`config.mk`:
```
export PLATFORM = sky130hd
export DESIGN_NAME = alu_result_serializer
export DESIGN_NICKNAME = d
export VERILOG_FILES = /design/src/rtl/alu_pkg.sv /design/src/rtl/alu_res_fifo.sv /design/src/rtl/alu_result_serializer.sv
export SDC_FILE = /design/constraint.sdc
export NUM_CORES = 1
export LEC_CHECK = 0
export ABC_AREA = 1
export CORE_AREA = 2 2 125 127
export CTS_CLUSTER_DIAMETER = 30
export CTS_CLUSTER_SIZE = 16
export DETAILED_ROUTE_END_ITERATION = 10
export DIE_AREA = 0 0 127 129
export GPL_TIMING_DRIVEN = 1
export PLACE_DENSITY = 0.68
export REMOVE_ABC_BUFFERS = 1
export SLEW_MARGIN = 20
export SYNTH_ARGS = -nofsm -noshare
export SYNTH_HDL_FRONTEND = slang
export SYNTH_SLANG_ARGS = --single-unit
```
`constraint.sdc`:
```
create_clock -name CLK -period 6.9 [get_ports CLK]
set_clock_uncertainty 0.1 [all_clocks]
set_input_delay 0.69 -clock CLK [delete_from_list [all_inputs] [get_ports CLK]]
set_output_delay 0.69 -clock CLK [all_outputs]
set_load 0.05 [all_outputs]
```
`src/rtl/alu_pkg.sv`:
```
// Shared types and constants for the ALU result serializer.
// Frame layout: one header byte followed by the result, MSB byte first.
package alu_pkg;

  typedef enum logic [1:0] {
    IDLE,
    HDR,
    DATA
  } state_e;

  localparam logic [7:0] HDR_BYTE = 8'hA0;

  function automatic int nb_of(input int w);
    return w / 8;
  endfunction

endpackage

```
`src/rtl/alu_res_fifo.sv`:
```
// Small result FIFO with combinational read data and a registered full flag.
// A push into a full FIFO is taken only when a pop frees a slot that cycle.
module alu_res_fifo #(
  parameter int W     = 33,
  parameter int DEPTH = 4
) (
  input  logic         clk,
  input  logic         rst_n,
  input  logic         push,
  input  logic         pop,
  input  logic [W-1:0] wdata,
  output logic [W-1:0] rdata,
  output logic         full,
  output logic         empty
);

  localparam int AW = $clog2(DEPTH);

  logic [W-1:0]  mem_q [DEPTH];
  logic [AW-1:0] wp_q;
  logic [AW-1:0] rp_q;
  logic [AW:0]   cnt_q;
  logic [AW:0]   cnt_d;
  logic          full_q;
  logic          do_push;
  logic          do_pop;

  assign empty   = (cnt_q == '0);
  assign full    = full_q;
  assign rdata   = mem_q[rp_q];
  assign do_pop  = pop & ~empty;
  assign do_push = push & (~full_q | do_pop);

  always_comb begin
    cnt_d = cnt_q;
    unique case ({do_push, do_pop})
      2'b10:   cnt_d = cnt_q + 1'b1;
      2'b01:   cnt_d = cnt_q - 1'b1;
      default: cnt_d = cnt_q;
    endcase
  end

  always_ff @(posedge clk or negedge rst_n) begin
    if (!rst_n) begin
      wp_q   <= '0;
      rp_q   <= '0;
      cnt_q  <= '0;
      full_q <= 1'b0;
    end else begin
      if (do_push) wp_q <= wp_q + 1'b1;
      if (do_pop)  rp_q <= rp_q + 1'b1;
      cnt_q  <= cnt_d;
      full_q <= (cnt_d == (AW+1)'(DEPTH));
    end
  end

  always_ff @(posedge clk) begin
    if (do_push) mem_q[wp_q] <= wdata;
  end

endmodule

```
`src/rtl/alu_result_serializer.sv`:
```
// Buffers ALU results with carry and streams each one out as a
// byte-wide framed message over a valid/ready handshake.
module alu_result_serializer
  import alu_pkg::*;
#(
  parameter int OUT_WD     = 32,
  parameter int FIFO_DEPTH = 4
) (
  input  logic              CLK,
  input  logic              RST,
  input  logic [OUT_WD-1:0] RES_IN,
  input  logic              RES_VALID,
  input  logic              CARRY_IN,
  input  logic              CLR_OVF,
  output logic [7:0]        BYTE_OUT,
  output logic              BYTE_VALID,
  input  logic              BYTE_READY,
  output logic              FIFO_FULL,
  output logic              BUSY,
  output logic              OVERFLOW
);

  localparam int NB = nb_of(OUT_WD);
  localparam int IW = $clog2(NB);

  state_e            state_q;
  state_e            state_d;
  logic [OUT_WD:0]   frame_q;
  logic [IW-1:0]     idx_q;
  logic [IW-1:0]     idx_d;
  logic [IW-1:0]     sel;
  logic [OUT_WD-1:0] shifted;
  logic              ovf_q;
  logic              ovf_d;
  logic [OUT_WD:0]   rdata;
  logic              full;
  logic              empty;
  logic              xfer;
  logic              last;
  logic              pop;
  logic              drop;

  assign xfer = BYTE_VALID & BYTE_READY;
  assign last = (idx_q == IW'(NB-1));
  assign pop  = ((state_q == IDLE) & ~empty)
              | ((state_q == DATA) & xfer & last & ~empty);
  assign drop = RES_VALID & full & ~pop;

  alu_res_fifo #(
    .W     (OUT_WD + 1),
    .DEPTH (FIFO_DEPTH)
  ) u_fifo (
    .clk   (CLK),
    .rst_n (RST),
    .push  (RES_VALID),
    .pop   (pop),
    .wdata ({CARRY_IN, RES_IN}),
    .rdata (rdata),
    .full  (full),
    .empty (empty)
  );

  always_ff @(posedge CLK or negedge RST) begin
    if (!RST) state_q <= IDLE;
    else      state_q <= state_d;
  end

  always_comb begin
    state_d = state_q;
    unique case (state_q)
      IDLE:    if (!empty) state_d = HDR;
      HDR:     if (xfer) state_d = DATA;
      DATA:    if (xfer && last) state_d = empty ? IDLE : HDR;
      default: state_d = IDLE;
    endcase
  end

  // Byte index counts data bytes from the MSB end of the result.
  always_comb begin
    sel        = IW'(NB-1) - idx_q;
    shifted    = frame_q[OUT_WD-1:0] >> {sel, 3'b000};
    BYTE_VALID = (state_q != IDLE);
    BYTE_OUT   = 8'h00;
    unique case (state_q)
      HDR:     BYTE_OUT = HDR_BYTE | {7'b0, frame_q[OUT_WD]};
      DATA:    BYTE_OUT = shifted[7:0];
      default: BYTE_OUT = 8'h00;
    endcase
  end

  always_comb begin
    idx_d = idx_q;
    if (state_q == HDR && xfer)
      idx_d = '0;
    else if (state_q == DATA && xfer && !last)
      idx_d = idx_q + 1'b1;
  end

  assign ovf_d = drop | (ovf_q & ~CLR_OVF);

  always_ff @(posedge CLK or negedge RST) begin
    if (!RST) begin
      frame_q <= '0;
      idx_q   <= '0;
      ovf_q   <= 1'b0;
    end else begin
      if (pop) frame_q <= rdata;
      idx_q <= idx_d;
      ovf_q <= ovf_d;
    end
  end

  assign FIFO_FULL = full;
  assign BUSY      = (state_q != IDLE) | ~empty;
  assign OVERFLOW  = ovf_q;

endmodule

```
==> results of run 1 <==
==> power groups by stage <==
stage / registers [mW] / logic (mW) / clock network (mW)
finish: 1.60 / 1.29 / 0.837
global route: 1.63 / 1.49 / 0.888
CTS: 1.60 / 1.29 / 0.848
detailed placement: 1.62 / 1.29 / 0
global placement: 1.61 / 1.24 / 0
floorplan: 1.61 / 0.862 / 0
==> final cells by class <==
cell class	instances	area share, %
sequential	178	60.2
multi-input combinational	409	22.1
timing repair buffer	53	6.47
clock buffer	21	5.17
tap	188	2.76
inverter	57	2.51
clock inverter	11	0.779
==> synthesized netlist by cell type <==
cell type  count  area share, %
nand3_1       13           0.88
o21ai_1       66            4.5
nand2_1      126            6.4
nand4_1        1          0.085
o21ai_0       56            3.8
nand2_2        1          0.085
a21oi_1       24            1.6
buf_2          6           0.41
edfxtp_1     132             54
buf_6          4           0.61
buf_4          9           0.92
inv_2          2           0.10
clkbuf_1      12           0.61
ha_1          11            1.9
inv_1         54            2.7
nor2_1       108            5.5
xor2_1         1           0.12
buf_1          1          0.051
or2_2          1          0.085
clkinv_1       1          0.051
dfrtp_1       46             16
fa_1           1           0.27
==> metal layers <==
layer / vias up / part of all wire [%]
li1: 2343 / -
met1: 2281 / 45
met2: 96 / 49
met3: 20 / 3.8
met4: 0 / 1.7
met5: - / 0
==> path summary, 6_finish.rpt <==
check / end / slack, ns
worst max-delay path: BYTE_OUT[4] / 3.22
worst min-delay path: u_fifo.cnt_q[2] / 0.16
worst max register to register: u_fifo.mem_q[2][12] / 3.43
worst min register to register: frame_q[25] / 0.38
max in group asynchronous: u_fifo.rp_q[1] / 6.10
min in group CLK: frame_q[25] / 0.38
==> logic make-up (layout without fill, tap and decap cells) <==
| family | after synthesis | after routing | share of synthesized area, % |
|---|---|---|---|
| adders and majority gates | 12 | 12 | 2.14 |
| buffers and inverters | 89 | 142 | 5.49 |
| AOI/OAI and AO/OA | 146 | 146 | 9.90 |
| and+or+nand+nor | 250 | 250 | 13.0 |
| DFF | 178 | 178 | 69.3 |
| xor gates and xnor gates | 1 | 1 | 0.119 |
==> flip-flops by register name, indices dropped and copies added, names as in the netlist <==
| signal | flops |
|---|---|
| frame_q | 33 |
| u_fifo.full | 1 |
| u_fifo.wp_q | 2 |
| u_fifo.rp_q | 2 |
| idx_q | 2 |
| OVERFLOW | 1 |
| u_fifo.cnt_q | 3 |
| u_fifo.mem_q | 132 |
| state_q | 2 |
==> placed cells by master, fill, tap and decap left out, drive strengths merged, types with 11 or more instances in the layout <==
cell and instances:
a21oi 24, clkbuf 21, clkdlybuf4s50 48, dfrtp 46, edfxtp 132, ha 11
inv 57, nand2 127, nand3 13, nor2 108, o21ai 122
==> stage by stage <==
stage          cell area (um^2)  util, %  setup WS [ns]
6_report                   8510     56.8           3.22
5_1_grt                    8510     56.8           3.02
4_1_cts                    8460     56.5           3.22
3_5_place_dp               7950     53.1           3.24
3_3_place_gp               7950     53.1           3.30
2_1_floorplan              7190        -           3.45
==> results.md, run 1 <==
- The worst hold path belongs to the class in -> async.
- The post-synthesis average cell area is 10.9 um^2.
- The total of flip-flops plus latches after synthesis is 178.
- The critical path in this run is classified as reg -> out.
- On the critical path, the stage with the largest delay is an instance of clkdlybuf4s50_1.
- The number of antenna cells inserted is 0.
- The largest net degree at the start of global routing is 85.
- The kind of cell adding the most delay to the critical path is buffers and inverters.
- The count of buffer and inverter cells on the critical path is 2.
- STA classifies the critical path startpoint as a flip-flop.
- Traced cell by cell, the critical path runs through inv_1, a21oi_1, o21ai_0, a21oi_1, clkdlybuf4s50_1.
- Counting every instance in the synthesized netlist gives 676.
- The H-tree generated during clock tree synthesis spans 4 levels.
- IR analysis of the VDD net gives a maximum drop of 200 uV.
- The initial utilization of the core area, before any placement, comes to 49.3%.
- The cell sitting at the root of the clock tree is a clkbuf_16.
- The portion of total power attributed to the clock network is 22.5%.
- The die extent in y is 129 um.
- The layer carrying the most global-route usage is met2.
- Measured along the x axis, the die boundary spans 127 um.
- The layout overhead on the synthesized area is 15.3%.
- Fill cells in the final layout number 1,249.
- Across the whole layout, storage elements account for 5120 um^2.
- The first-pass GRT wire length is 23,500 um.
- The launch point of the worst reg-to-reg path is idx_q[0].
- The initial antenna violation count is 0.
- The number of DRC markers in iteration 0 is 478.
- The final sum of negative setup slack is 0 ns.
- The run finished with clean final reports.
- The total congestion overflow after global routing is 0.
- The number of placement rows is 45.
- The number of gates resized after cts is 0.
- The TritonCTS buffer count is 17.
- The via total after detailed routing is 4,740.
- The post-layout instance count excluding filler cells is 917.
- The number of setup buffers added after CTS is 0.
- The part of the total power dissipated in sequential elements is 42.9%.
- In this run the cell area of the synthesized design comes to 7380 um^2.
- The final net count is 766.
- The final number of setup-violating endpoints is 0.
- The core box area is 15,000 um^2.
- The first TritonRoute pass finished after 5 iterations.
- In this run the static leakage power is 3.32 nW.
- The clock passes through at most 2 buffers.
- Combinational logic burns 34.6% of the power.
- The area taken by multi-input logic gates is 1880 um^2.
- Among the stages of the critical path, the cell type that occurs most often is a21oi_1.
- The post-route netlist has 5.76% of its cells at a drive strength greater than 1.
- Power comes to 3.72 mW.
- The worst register-to-register path has a depth of 8.
- The met3 layer usage reported by global route is 3.45%.
- The type of destination of the critical path is a primary output.
- The most critical setup path has its startpoint at idx_q[0].
- The total die area is 16,400 um^2.
- The I/O pin count is 50.
- For this run, design rule violations remaining after detail routing come to 0.
- Dividing total power by cell area gives a power density of 437 nW/um^2.
- The fraction of power spent switching nets is 38.1%.
- After synthesis, flip-flops and latches occupy 69.3% of the total area.
- In this run the tightest slew margin relative to its limit is 31.9%.
- Synthesis instantiated 22 different standard cells from the library.
- The met1 layer usage reported by global route is 24.8%.
- The Yosys step of the flow raised 0 warnings.
- The portion of the clock cycle consumed by the worst path in the final layout is 53.3%.
- The wire-length estimate of the detail-placed layout is 8510 um.
- The later-pin clock latency in the skew report is 0.42 ns.
- The wire length per cell is 15.4 um.
- The routed design could run at a clock period as short as 3.68 ns.
- For this design the total switching power over the nets is 1.42 mW.
- Counting tap cells, the placed design contains a total of 883 instances.
- Clock-pin slew was measured on the worst setup and hold paths at 0.06 ns.
- At the worst endpoint, the required time is 6.11 ns.
- The last weighted congestion value of the routability-driven placer is 0.820.
- The global-route usage over all layers is 18.6%.
- The TritonCTS clock tree is yes.
- The worst slack on hold paths is 0.164 ns.
- The maximum achievable frequency is 272 MHz.
- After detailed routing, the number of vias per cell comes to 5.17.
- The quantity of hold-fixing buffers added after cts is 0.
- Of all nets on the critical path, the largest fanout is 24.
- The critical path data arrival time is 2.89 ns.
- Setup repair after global routing left no endpoint under its margin.
- The post-detailed-route count of antenna-violating nets is 0.
- Counting buffers and inverters, the worst setup path is 5 cells deep.
- The number of pins exceeding their max-slew limit in the final report came to 0.
- Cell internal power was estimated by the tool at 2.30 mW.
- The number of global-route vias before repair is 4,685.
- The clock drives 178 sinks.
- The hold violation total from the final report came to 0.
- On the worst path, the slowest cell contributes a delay of 0.86 ns.
- The number of max-capacitance violations reported is 0.
- After detailed routing, the total wire length is 14,100 um.
- The met2 layer usage reported by global route is 30.6%.
- At the pin with the least slew margin, the transition time is 1.02 ns.
- The number of port buffers is 49.
Note: power is estimated with default switching activity, not from simulation.
==> run 2: changes to the inputs <==
clock period = 3.6 ns   (was 6.9 ns; I/O delays follow)
==> results.md, run 2 (synthesis results as in run 1) <==
- Across the run, the number of max-cap violations was 0.
- The final number of setup-violating endpoints is 0.
- The detailed-route DRC error count is 0.
- The number of port buffers is 49.
- The routed via count divided by cell count is 5.21.
- The depth of the worst register-to-register path is 13.
- The number of antenna cells inserted is 0.
- Buffers added to address setup during post-CTS repair amount to 0.
- The starting utilization of the core area is 49.3%.
- In this run the clock root is driven by a clkbuf_16.
- After global routing the overflow that remains totals 0.
- Data on the critical path arrives at its endpoint at 2.63 ns.
- Once detail routing completed, the nets flagged for antenna violations numbered 0.
- The launching element type of the critical path is a flip-flop.
- The x dimension of the die is 127 um.
- The net count of the finished layout is 772.
- Setup repair after global routing left no endpoint under its margin.
- The die is 129 um tall.
- The cell depth of the worst min-delay path is 2.
- The library cell used most frequently in the layout, excluding fill and tap cells, is edfxtp_1.
- After clock tree synthesis, the clock-pin slew on the worst setup and hold paths is 0.06 ns.
- The run finished with clean final reports.
- The total power consumption of the routed design is 7.42 mW.
- The first TritonRoute pass finished after 5 iterations.
- The class of the most critical hold timing path is reg -> reg.
- Wires add up to 14,400 um.
- The number of global-route vias before repair is 4,645.
- The number of placement rows is 45.
- The largest registers in the layout are u_fifo.mem_q x132, frame_q x33, u_fifo.cnt_q x3.
- The first global-routing pass estimated 23,400 um of wire.
- Dividing total power by cell area gives a power density of 858 nW/um^2.
- From synthesis to final layout, the design area changed by 17.2%.
- The clock sink total is 178.
- The largest fanout on the critical path is 10.
- The register with the most flip-flops in the final layout is u_fifo.mem_q.
- The wire length per cell is 15.6 um.
- The routed design could run at a clock period as short as 3.09 ns.
- The post-layout instance count excluding filler cells is 923.
- The total die area is 16,400 um^2.
- The number of flip-flops in the largest register is 132.
- The start-to-end type of the worst setup path is reg -> out.
- Entering global routing, the biggest net connects 85 pins.
- The maximum achievable frequency is 323 MHz.
- The initial antenna violation count is 0.
- Of the total power, combinational logic draws 34.3%.
- Summed over all cells, the static leakage comes to 3.39 nW.
- The required time of the critical path is 3.14 ns.
- The hold violation total from the final report is 0.
- The switching component of the power is 2.76 mW.
- The later-pin clock latency in the skew report is 0.42 ns.
- The multi-input combinational cells in the finished layout cover a total of 1880 um^2.
- The type of destination of the critical path is a primary output.
- The internal power of the cells totals 4.66 mW.
- The fraction of power spent switching nets is 37.2%.
- The sum of net half-perimeters after detailed placement is 8620 um.
- The via total after detailed routing is 4,810.
- The worst IR drop on VDD is 487 uV.
- The global-route usage over all layers is 18.6%.
- The filler cells instantiated in the layout total 1,272.
- The final instance area is 8650 um^2.
- Of the total power, registers draw 41.0%.
- The area occupied by registers is 5120 um^2.
- Headroom to the max-slew limit came out at 34.9%.
- In the final timing run, aggregate negative setup slack is 0 ns.
- Counting the buffers created by CTS gives 17.
- The top cell types in the final layout, fill and taps aside, are edfxtp_1, nand2_1, nor2_1.
- The fraction of layout instances using a drive strength above 1 is 6.67%.
- The slew at the pin with the worst max-slew slack is 0.975 ns.
- The number of placed instances with taps included is 890.
- Of the available clock period, the critical path in the final layout requires 85.9%.
- The number of buffers on the longest clock path is 2.
- The total placed instance area is 8040 um^2.
- The clock tree synthesis step divided the H-tree into 4 levels.
- TritonCTS built the clock tree.
- The number of pins exceeding their max-slew limit in the final report is 0.
- 50 I/O pins were placed.
- The detailed router finished its first iteration with 391 violations.
- In this run the standard cell core region covers 15,000 um^2.
- The congestion estimate from routability-driven global placement came to 0.848.
- The clock network accounts for 24.7% of the total power.
run 2: cell count changes in the layout (fill, tap and decap cells not counted):
cell / change
bufinv_16: +3
buf_4: +4
inv_6: +1
clkinv_2: -3
clkbuf_1: -3
dlygate4sd3_1: +1
buf_12: +2
buf_16: -1
clkinv_1: +1
clkinv_4: +1
run 2: worst max-delay path, stage by stage, from the launching register on:
cell	delay (ns)
dfrtp_1	0.55
clkinv_1	0.32
a21oi_1	0.19
o21ai_0	0.10
a21oi_1	0.21
clkdlybuf4s50_1	0.84
run 2: path summary, 6_finish.rpt:
check	startpoint	end	slack, ns
setup reg to reg	state_q[0]	u_fifo.full	0.73
hold reg to reg	frame_q[30]	frame_q[30]	0.38
max in group asynchronous	RST	u_fifo.rp_q[1]	2.53
min in group asynchronous	RST	frame_q[24]	0.40
hold / removal	frame_q[30]	frame_q[30]	0.38
setup / recovery	idx_q[1]	BYTE_OUT[4]	0.51
run 2: cell type report:
class / instances / area share, %
inverters: 57 / 2.47
repair buffers: 59 / 6.97
flip-flops and latches: 178 / 59.2
clock inverters: 14 / 1.88
multi-input cells: 409 / 21.8
clock buffers: 18 / 4.96
well taps: 188 / 2.72
run 2: power by group through the flow:
stage	sequential, mW	combinational (mW)	clock (mW)
floorplan	3.09	1.65	0
global placement	3.06	2.48	0
detailed placement	3.08	2.56	0
CTS	3.04	2.59	1.86
global route	3.10	2.91	1.94
finish	3.04	2.55	1.83
run 2: through the flow:
stage,hold WS [ns],setup slack [ns],util [%]
2_1_floorplan,-0.0356,0.151,-
3_3_place_gp,0.357,0.802,53.7
3_5_place_dp,0.360,0.679,53.7
4_1_cts,0.0541,0.498,57.6
5_1_grt,0.400,0.312,57.7
6_report,0.377,0.507,57.7
run 2: routing by layer:
| layer | vias up | track usage (%) | share of wire (%) |
|---|---|---|---|
| li1 | 2357 | - | - |
| met1 | 2338 | 25.0 | 47 |
| met2 | 98 | 30.7 | 48 |
| met3 | 17 | 4.16 | 3.8 |
| met4 | 0 | 5.62 | 1.3 |
| met5 | - | 0 | 0 |
run 2: repair_timing:
item                                   CTS  global route
hold buffers                             0             1
gates resized for setup                  0             0
endpoints found under the hold margin    0            46
==> run 3: changes to the inputs <==
CAP_MARGIN = 20   (was unset)
CORE_AREA = 2 2 132 134   (was 2 2 125 127)
DIE_AREA = 0 0 134 136   (was 0 0 127 129)
PLACE_DENSITY = unset   (was 0.68)
==> results.md, run 3 (synthesis results as in run 1) <==
- The run finished with clean final reports.
- The count of nets left with antenna violations once routing finished came out at 0.
- The worst setup path is of the reg -> out kind.
- The most common cell type on the critical path is a21oi_1.
- The internal portion of total power is 4.61 mW.
- The final standard cell utilization of the core is 51.4%.
- Setup repair after global routing left no endpoint under its margin.
- Traced cell by cell, the critical path runs through clkinv_1, a21oi_1, o21ai_0, a21oi_1, clkdlybuf4s50_1.
- In the global route stage, met2 resource usage came out at 27.8%.
- Summed over all nets, the switching power comes to 2.83 mW.
- The clock sink total is 178.
- The combinational cell fraction of total power is 34.1%.
- The routed layout has 4,679 vias.
- The largest fanout on the critical path is 10.
- Setup total negative slack on the finished layout was measured at 0 ns.
- The library cell used most frequently in the layout, excluding fill and tap cells, is edfxtp_1.
- The portion of the clock cycle consumed by the worst path in the final layout is 85.8%.
- Cells with a size suffix above 1 make up 7.06% of the layout.
- The slew at the pin with the worst max-slew slack is 0.972 ns.
- The final net count is 774.
- The shortest period the worst path allows is 3.09 ns.
- The headroom to the max-slew limit is 35.2%.
- The TritonCTS buffer count is 17.
- The total power consumption of the routed design is 7.44 mW.
- Counting both buffers and inverters, the worst setup path holds a total of 2.
- Based on the critical path, the design can be clocked at up to 324 MHz.
- The number of pins exceeding their max-slew limit in the final report came to 0.
- The total die area is 18,200 um^2.
- The register with the most flip-flops in the layout has 132 of them.
- The post-layout instance count excluding filler cells is 962.
- The total overflow left after global routing is 0.
- TritonCTS built the clock tree.
- The first-pass GRT wire length is 23,100 um.
- The hold violation total from the final report is 0.
- The path class of the tightest hold or removal check is in -> async.
- The die is 134 um wide.
- The initial antenna violation count came to 0.
- The cell family contributing the most delay on the critical path is buffers and inverters.
- The required time of the critical path is 3.14 ns.
- The total power density per cell area is 858 nW/um^2.
- The register containing the most flip-flops in the final layout is u_fifo.mem_q.
- The number of global-route vias before repair is 4,514.
- The number of DRC markers in iteration 0 is 388.
- The layout overhead on the synthesized area is 17.5%.
- The met3 layer usage reported by global route is 2.95%.
- The highest-delay cell along the critical path is clkdlybuf4s50_1.
- Clock-pin slew was measured on the worst setup and hold paths at 0.07 ns.
- The number of port buffers is 49.
- The worst stage delay on the critical path is 0.83 ns.
- The layer carrying the most global-route usage is met2.
- The global-route usage over all layers is 16.8%.
- Summed over all cells, the static leakage comes to 3.40 nW.
- The core box area is 16,900 um^2.
- Per report_power, the clock group accounts for 24.9% of the total.
- The initialized floorplan defines 48 standard-cell rows.
- For this run, global-route usage on met1 was measured as 21.3%.
- CTS placed an instance of clkbuf_16 at the clock tree root.
- In the final layout, the registers with the most flip-flops are u_fifo.mem_q x132, frame_q x33, u_fifo.cnt_q x3.
- The number of max-capacitance violations reported is 0.
- At the later pin of the worst-skew pair, clock insertion delay measures 0.43 ns.
- The launching element type of the critical path is a flip-flop.
- The wire length per cell is 15.1 um.
- The maximum level of the CTS H-tree is 4.
- The repair_antennas step left the layout with diodes totalling 0.
- The worst setup path is captured at a primary output.
- The first detailed-routing pass ran for 4 iterations.
- After detailed routing, the total wire length is 14,500 um.
- The fraction of power spent switching nets is 38.0%.
- Sequential cells account for 41.0% of the total power.
- The last weighted congestion value of the routability-driven placer is 0.779.
- Data arrives at the worst endpoint at 2.63 ns.
- For this configuration, the core starts out at a cell density of 43.7%.
- The wire-length estimate of the detail-placed layout is 8700 um.
- The die extent in y is 136 um.
- The detailed-route DRC error count is 0.
- The final number of setup-violating endpoints is 0.
- Counting along the longest clock path gives a buffer depth of 2.
- The routed via count divided by cell count is 4.86.
- IR analysis of the VDD net gives a maximum drop of 585 uV.
- 50 I/O pins were placed.
- Counting tap cells, the placed design contains a total of 929 instances.
- The library cells used most frequently in the layout, excluding fill and tap cells, are edfxtp_1, nand2_1, nor2_1.
- Entering global routing, the biggest net connects 85 pins.
## run 3: power groups by stage
| stage | clock network (mW) | registers, mW | logic [mW] |
|---|---|---|---|
| finish | 1.85 | 3.05 | 2.54 |
| CTS | 1.88 | 3.05 | 2.58 |
| floorplan | 0 | 3.09 | 1.65 |
| global placement | 0 | 3.07 | 2.49 |
| global route | 1.97 | 3.10 | 2.89 |
| detailed placement | 0 | 3.09 | 2.57 |
## run 3: repair_timing
| item | 4_1_cts | 5_1_grt |
|---|---|---|
| buffers inserted | 0 | 0 |
| gates resized for setup | 0 | 0 |
| endpoints found under the hold margin | 0 | 46 |
| hold buffers | 0 | 1 |
## run 3: final timing paths
path | from | to | slack, ns | cells past startpoint
hold / removal | RST | u_fifo.cnt_q[0] | 0.37 | 2
max in group asynchronous | RST | u_fifo.rp_q[1] | 2.57 | 2
min in group CLK | frame_q[1] | frame_q[1] | 0.38 | 2
setup / recovery | idx_q[1] | BYTE_OUT[4] | 0.51 | 5
hold reg to reg | frame_q[1] | frame_q[1] | 0.38 | 2
setup reg to reg | state_q[0] | u_fifo.full | 0.79 | 13
## run 3: cell type report
type	instances	area (um^2)
fill	1466	8200
inverter	57	214
clock buffer	19	433
multi-input combinational	409	1880
clock inverter	13	161
tap	225	282
timing repair buffer	61	581
sequential	178	5120
## run 3: metal layers
layer / share of wire [%] / wire length [um]
met1: 46 / 6610
met5: 0 / 0
met4: 2.3 / 339
met3: 3.8 / 556
met2: 48 / 7010
## run 3: per-stage QoR
step                hold slack (ns)  instance area, um^2  worst slack [ns]
floorplan                   -0.0356                 7190             0.151
detailed placement            0.366                 8070             0.718
global placement              0.367                 8070             0.786
finish                        0.369                 8670             0.512
CTS                          0.0515                 8660             0.501
global route                  0.405                 8670             0.394
==> variant 1: new RTL, flow settings as in run 3 <==
Register the output `OVERFLOW` once more, cleared by the reset; this adds one clock of latency there. The other outputs are not delayed to match.
--- a/src/rtl/alu_result_serializer.sv
+++ b/src/rtl/alu_result_serializer.sv
@@ -112,7 +112,13 @@
 
   assign FIFO_FULL = full;
   assign BUSY      = (state_q != IDLE) | ~empty;
-  assign OVERFLOW  = ovf_q;
+  always_ff @(posedge CLK or negedge RST) begin
+    if (!RST) begin
+      OVERFLOW <= '0;
+    end else begin
+      OVERFLOW <= ovf_q;
+    end
+  end
 
 endmodule
 
Function: changed (a bounded check fails within 10 cycles, from zero or initial values and one cycle with RST low).
==> variant 1 against run 3 <==
Fmax is 5.2% lower; synthesized area is 0.25% higher; sequential cell count is 1 higher; total power is 1.7% lower; setup slack worse by 0.17 ns; cell area is 0.61% lower; via count is 2.6% higher; routed wire length hardly changed; highest routed layer unchanged.
==> variant 1: results (changes against run 3) <==
* Share of cells above drive strength 1 at 0.0682 (-0.00234)
* Outcome: complete, no violations
* Routability-driven placement congestion ratio at 0.852 (+9.5%)
* Vias in the first global route at 4745 (+5.1%)
* 1st-iter DRT viols at 323 (-17%)
* Leak at 3.38 nW (-0.68%)
* Via/cell ratio at 5.01 (+3.0%)
* Post-synth top cells: edfxtp_1, nand2_1, nor2_1
* PostCTS Resize Cnt at 0 (unchanged)
* Sequential share of the synthesized area at 0.695 (+0.00162)
* Top routing layer used: met4
* Met1 Resource Use GR at 0.206 (-0.00704)
* DR vias at 4800 (+2.6%)
* Clk slew on worst S/H paths at 0.07 ns (about the same)
* Maximum VDD drop at 639 uV (+9.3%)
* Clock power frac at 0.236 (-0.013)
* FFs w/ async S/R, synth at 0.263 (+0.00414)
* GR Util All Layers at 0.170 (+0.00243)
* Regs by FF count: u_fifo.mem_q x132, frame_q x33, u_fifo.cnt_q x3
* PortBufs at 49 (unchanged)
* EDFF count, synth at 132 (unchanged)
* Post-synth cell types at 23 (+4.5%)
* Reg power frac at 0.419 (+0.009)
* Ranking of synthesized cells by area: edfxtp_1, dfrtp_1, nand2_1, nor2_1, o21ai_0
* Antenna cells at 0 (unchanged)
* Cts bufs inserted at 17 (unchanged)
* Met2 Track Usage GR at 0.295 (+0.0162)
* Met3 wire length at 525 um (-5.6%)
* Worst hold path class: flop to flop
* First-pass DRT Iterations at 5 (+1)
* Largest net degree at the start of global routing at 85 (unchanged)
* DP Cell Count at 926 (-0.32%)
* Met2 wire length at 7.35 mm (+4.8%)
* Pint at 0.00452 W (-2.0%)
* H-tree Lvls at 4 (unchanged)
* Post-Synthesis Cells at 676 (unchanged)
* Yosys Warn Count at 0 (unchanged)
* # fillers at 1440 (-1.8%)
* Postcts setup bufs at 0 (unchanged)
* Nets at 770 (-0.52%)
* DR WL/cell at 15.2 um (+0.51%)
* Worst slew pin tran at 0.984 ns (+0.0122 ns)
* Routing usage on met3 at 0.0321 (+0.00261)
* First-pass GRT wire length at 23.6 mm (+1.9%)
* Clk Latency, worst-skew pair at 0.42 ns
* R2R Setup Slk at 0.78 ns
* Detailed placement HPWL at 8.58 mm (-1.4%)
* Metal-1 WL at 6.27 mm (-5.2%)
==> variant 1: through the flow <==
step / util / setup WS [ns] / hold slack (ns) / area (um2)
after floorplan: - / 0.169 / -0.0356 / 7200
after global placement: 0.477 / 0.804 / 0.262 / 8050
after detailed placement: 0.477 / 0.719 / 0.269 / 8060
after CTS: 0.510 / 0.371 / 0.0476 / 8610
after global routing: 0.511 / 0.274 / 0.298 / 8620
final: 0.511 / 0.343 / 0.281 / 8620
==> variant 1: worst max-delay path, cell delays in order (launching register included) <==
cell and delay, ns:
dfrtp_1 0.52, clkinv_1 0.32, a21oi_1 0.19, o21ai_0 0.09, a21boi_0 0.37, clkdlybuf4s50_1 0.89
==> variant 1: final timing paths <==
kind | startpoint | cells after the start | to
hold reg to reg | ovf_q | 0 | OVERFLOW
setup reg to reg | state_q[0] | 13 | u_fifo.full
max in group asynchronous | RST | 2 | u_fifo.rp_q[1]
hold / removal | ovf_q | 0 | OVERFLOW
setup / recovery | idx_q[1] | 5 | BYTE_OUT[1]
min in group asynchronous | RST | 2 | frame_q[31]
==> variant 1: layout make-up <==
cell class | instances | area, um2 | share of cell area
Tap cell | 225 | 282 | 0.0327
Inverter | 57 | 214 | 0.0248
Clock buffer | 17 | 425 | 0.0493
Timing Repair Buffer | 58 | 558 | 0.0647
Multi-Input combinational cell | 408 | 1870 | 0.217
Sequential cell | 179 | 5140 | 0.597
Clock inverter | 14 | 129 | 0.0149
==> variant 1: cell families (layout without fill, tap and decap cells) <==
logic type                 Yosys count  count (layout)  synth area share
and+or+nand+nor                    250             250             0.130
DFF                                179             179             0.695
AOI/OAI and AO/OA                  146             146            0.0991
buffers and inverters               89             146            0.0553
adders and majority gates           11              11            0.0196
xor gates and xnor gates             1               1           0.00118
==> variant 2: new RTL, flow settings as in run 3 <==
Without the edit above. Set the parameter `FIFO_DEPTH` to 2 (it was 4).
--- a/src/rtl/alu_result_serializer.sv
+++ b/src/rtl/alu_result_serializer.sv
@@ -4,7 +4,7 @@
   import alu_pkg::*;
 #(
   parameter int OUT_WD     = 32,
-  parameter int FIFO_DEPTH = 4
+  parameter int FIFO_DEPTH = 2
 ) (
   input  logic              CLK,
   input  logic              RST,
Formal check against the unedited RTL: not equivalent (Yosys sat finds a counterexample within 4 cycles, from zero or initial values and one cycle with RST low).
==> variant 2 against run 3 <==
Count of clock-buffer cells in the layout is 10 lower; total power shrank 37%; register-to-register slack improved by 0.26 ns; routed wire length decreased by 41%; first-iteration DRC count fell by 66%; cell area down 37%; synthesized area fell by 40%; sequential cell count fell by 69; via count is 44% lower; setup slack worse by 0.19 ns; die area stayed put; critical endpoint is now BYTE_OUT[5]; largest cell class unchanged; largest power group unchanged.
==> variant 2: results (changes against run 3) <==
* Vias in the first global route at 2745 (-39%)
* Worst Setup EP: BYTE_OUT[5]
* Synth Area in Compound Gates at 0.0926 (-0.00643)
* Final-report setup violation count at 0 (unchanged)
* Synth Area in Adders at 0.0170 (-0.00438)
* Worst hold path class: flop to flop
* R2R Setup Slk at 1.05 ns (+0.26 ns)
* Ranking of synthesized cells by area: edfxtp_1, dfrtp_1, mux2i_1, o21ai_0, mux2_2
* Worst Path Arrival at 2.81 ns (+0.18 ns)
* Clock buffer depth at 2 (unchanged)
* Clk slew on worst S/H paths at 0.07 ns (about the same)
* FFs w/ async S/R, synth at 0.394 (+0.136)
* Critical path's slowest cell: clkdlybuf4s50_1
* Routability-driven placement congestion ratio at 0.758 (-2.7%)
* Post-synth top cells: edfxtp_1, dfrtp_1, nand2_1
* 1st-iter DRT viols at 133 (-66%)
* First-pass DRT Iterations at 4 (unchanged)
* Initial antenna violation count at 0 (unchanged)
* Drt total wl at 8.53 mm (-41%)
* Sw frac at 0.374 (-0.00666)
* Top cell family by delay on the critical path: buffers and inverters
* Antenna cells at 0 (unchanged)
* GR Util All Layers at 0.101 (-0.0668)
* Nets at 440 (-43%)
* R2R depth at 13 (unchanged)
* DR vias at 2605 (-44%)
* Crit-path max cell delay at 0.85 ns (+0.02 ns)
* Placed cell area at 5130 um2 (-36%)
* Cts bufs inserted at 9 (-8)
* Post-synthesis xor/xnor area fraction at 0.00595 (+0.00476)
* # fillers at 1657 (+13%)
* Outcome: complete, no violations
* Max FO, Critical Path at 21 (+11)
* Slew HR at 0.597 (+0.245)
* Reg-to-reg endpoint: u_fifo.full
* Post-synth cell types at 22 (unchanged)
* Post-synthesis mux area share at 0.0784 (+0.0784)
* Regs by FF count: u_fifo.mem_q x66, frame_q x33
* H-tree Lvls at 3 (-1)
* First-pass GRT wire length at 14.1 mm (-39%)
* CP startpoint: idx_q[0]
* Share of cells above drive strength 1 at 0.117 (+0.0467)
* Detailed placement HPWL at 5.83 mm (-33%)
* Leak at 2.07 nW (-39%)
* Setup Crit Path Kind: flop to output port
* PostCTS Resize Cnt at 0 (unchanged)
* Yosys Warn Count at 0 (unchanged)
* Clock root buffer: clkbuf_16
* Worst reg2reg path startpoint: state_q[0]
* Largest net degree at the start of global routing at 44 (-48%)
* Min-Delay Path Depth at 2
* PortBufs at 49 (unchanged)
* Sequential share of the synthesized area at 0.692 (-0.00116)
* Maximum VDD drop at 360 uV (-38%)
* EDFF count, synth at 66 (-50%)
* Clk Latency, worst-skew pair at 0.34 ns (-0.09 ns)
variant 2: per-stage QoR:
stage | power, W | hold slack (ns) | instances | setup WS (ns)
global placement | 0.00372 | 0.358 | 609 | 0.782
floorplan | 0.00322 | -0.0356 | 331 | 0.368
detailed placement | 0.00379 | 0.366 | 609 | 0.690
finish | 0.00471 | 0.378 | 626 | 0.326
CTS | 0.00477 | 0.106 | 625 | 0.322
global route | 0.00506 | 0.424 | 626 | 0.130
variant 2: worst min-delay path, delay by kind of cell, from the launching register on:
family	cells	cell delay (ns)
simple gates	2	0.09
flops	1	0.35
variant 2: layout make-up:
type / count / area (um2) / area share
sequential: 109 / 3060 / 0.562
multi-input combinational: 192 / 1160 / 0.213
timing repair buffer: 54 / 528 / 0.0971
tap: 225 / 282 / 0.0517
clock buffer: 9 / 225 / 0.0414
inverter: 30 / 113 / 0.0207
clock inverter: 7 / 73.8 / 0.0136
variant 2: cell families (layout without fill, tap and decap cells):
| logic type | count (synthesis) | count (layout) |
|---|---|---|
| simple gates | 76 | 76 |
| fa+ha+maj | 6 | 6 |
| buf+inv | 45 | 100 |
| xor+xnor | 3 | 3 |
| flops | 109 | 109 |
| compound gates | 74 | 74 |
| mux | 33 | 33 |
variant 2: repair_timing:
item,4_1_cts,5_1_grt
hold endpoints to repair,0,43
buffers inserted,0,0
hold buffers,0,1
variant 2: per-layer routing:
metal	global-route usage	part of all wire
met1	0.117	0.43
met2	0.173	0.50
met3	0.0250	0.038
met4	0.0520	0.028
met5	0	0
variant 2: power by group through the flow:
stage	combinational, W	clock, W	sequential [W]
6_report	0.00178	0.000972	0.00196
5_1_grt	0.00200	0.00105	0.00201
4_1_cts	0.00181	0.000997	0.00196
3_5_place_dp	0.00181	0	0.00199
3_3_place_gp	0.00174	0	0.00197
2_1_floorplan	0.00119	0	0.00203
variant 2: how the worst min path moves through the flow:
| stage | from | endpoint | slack [ns] |
|---|---|---|---|
| 3_3_place_gp | u_fifo.wp_q | u_fifo.wp_q | 0.36 |
| 2_1_floorplan | RST | OVERFLOW | -0.04 |
| 5_1_grt | u_fifo.wp_q | u_fifo.wp_q | 0.42 |
| 3_5_place_dp | u_fifo.wp_q | u_fifo.wp_q | 0.37 |
| 4_1_cts | RST | OVERFLOW | 0.11 |
| 6_report | u_fifo.wp_q | u_fifo.wp_q | 0.38 |
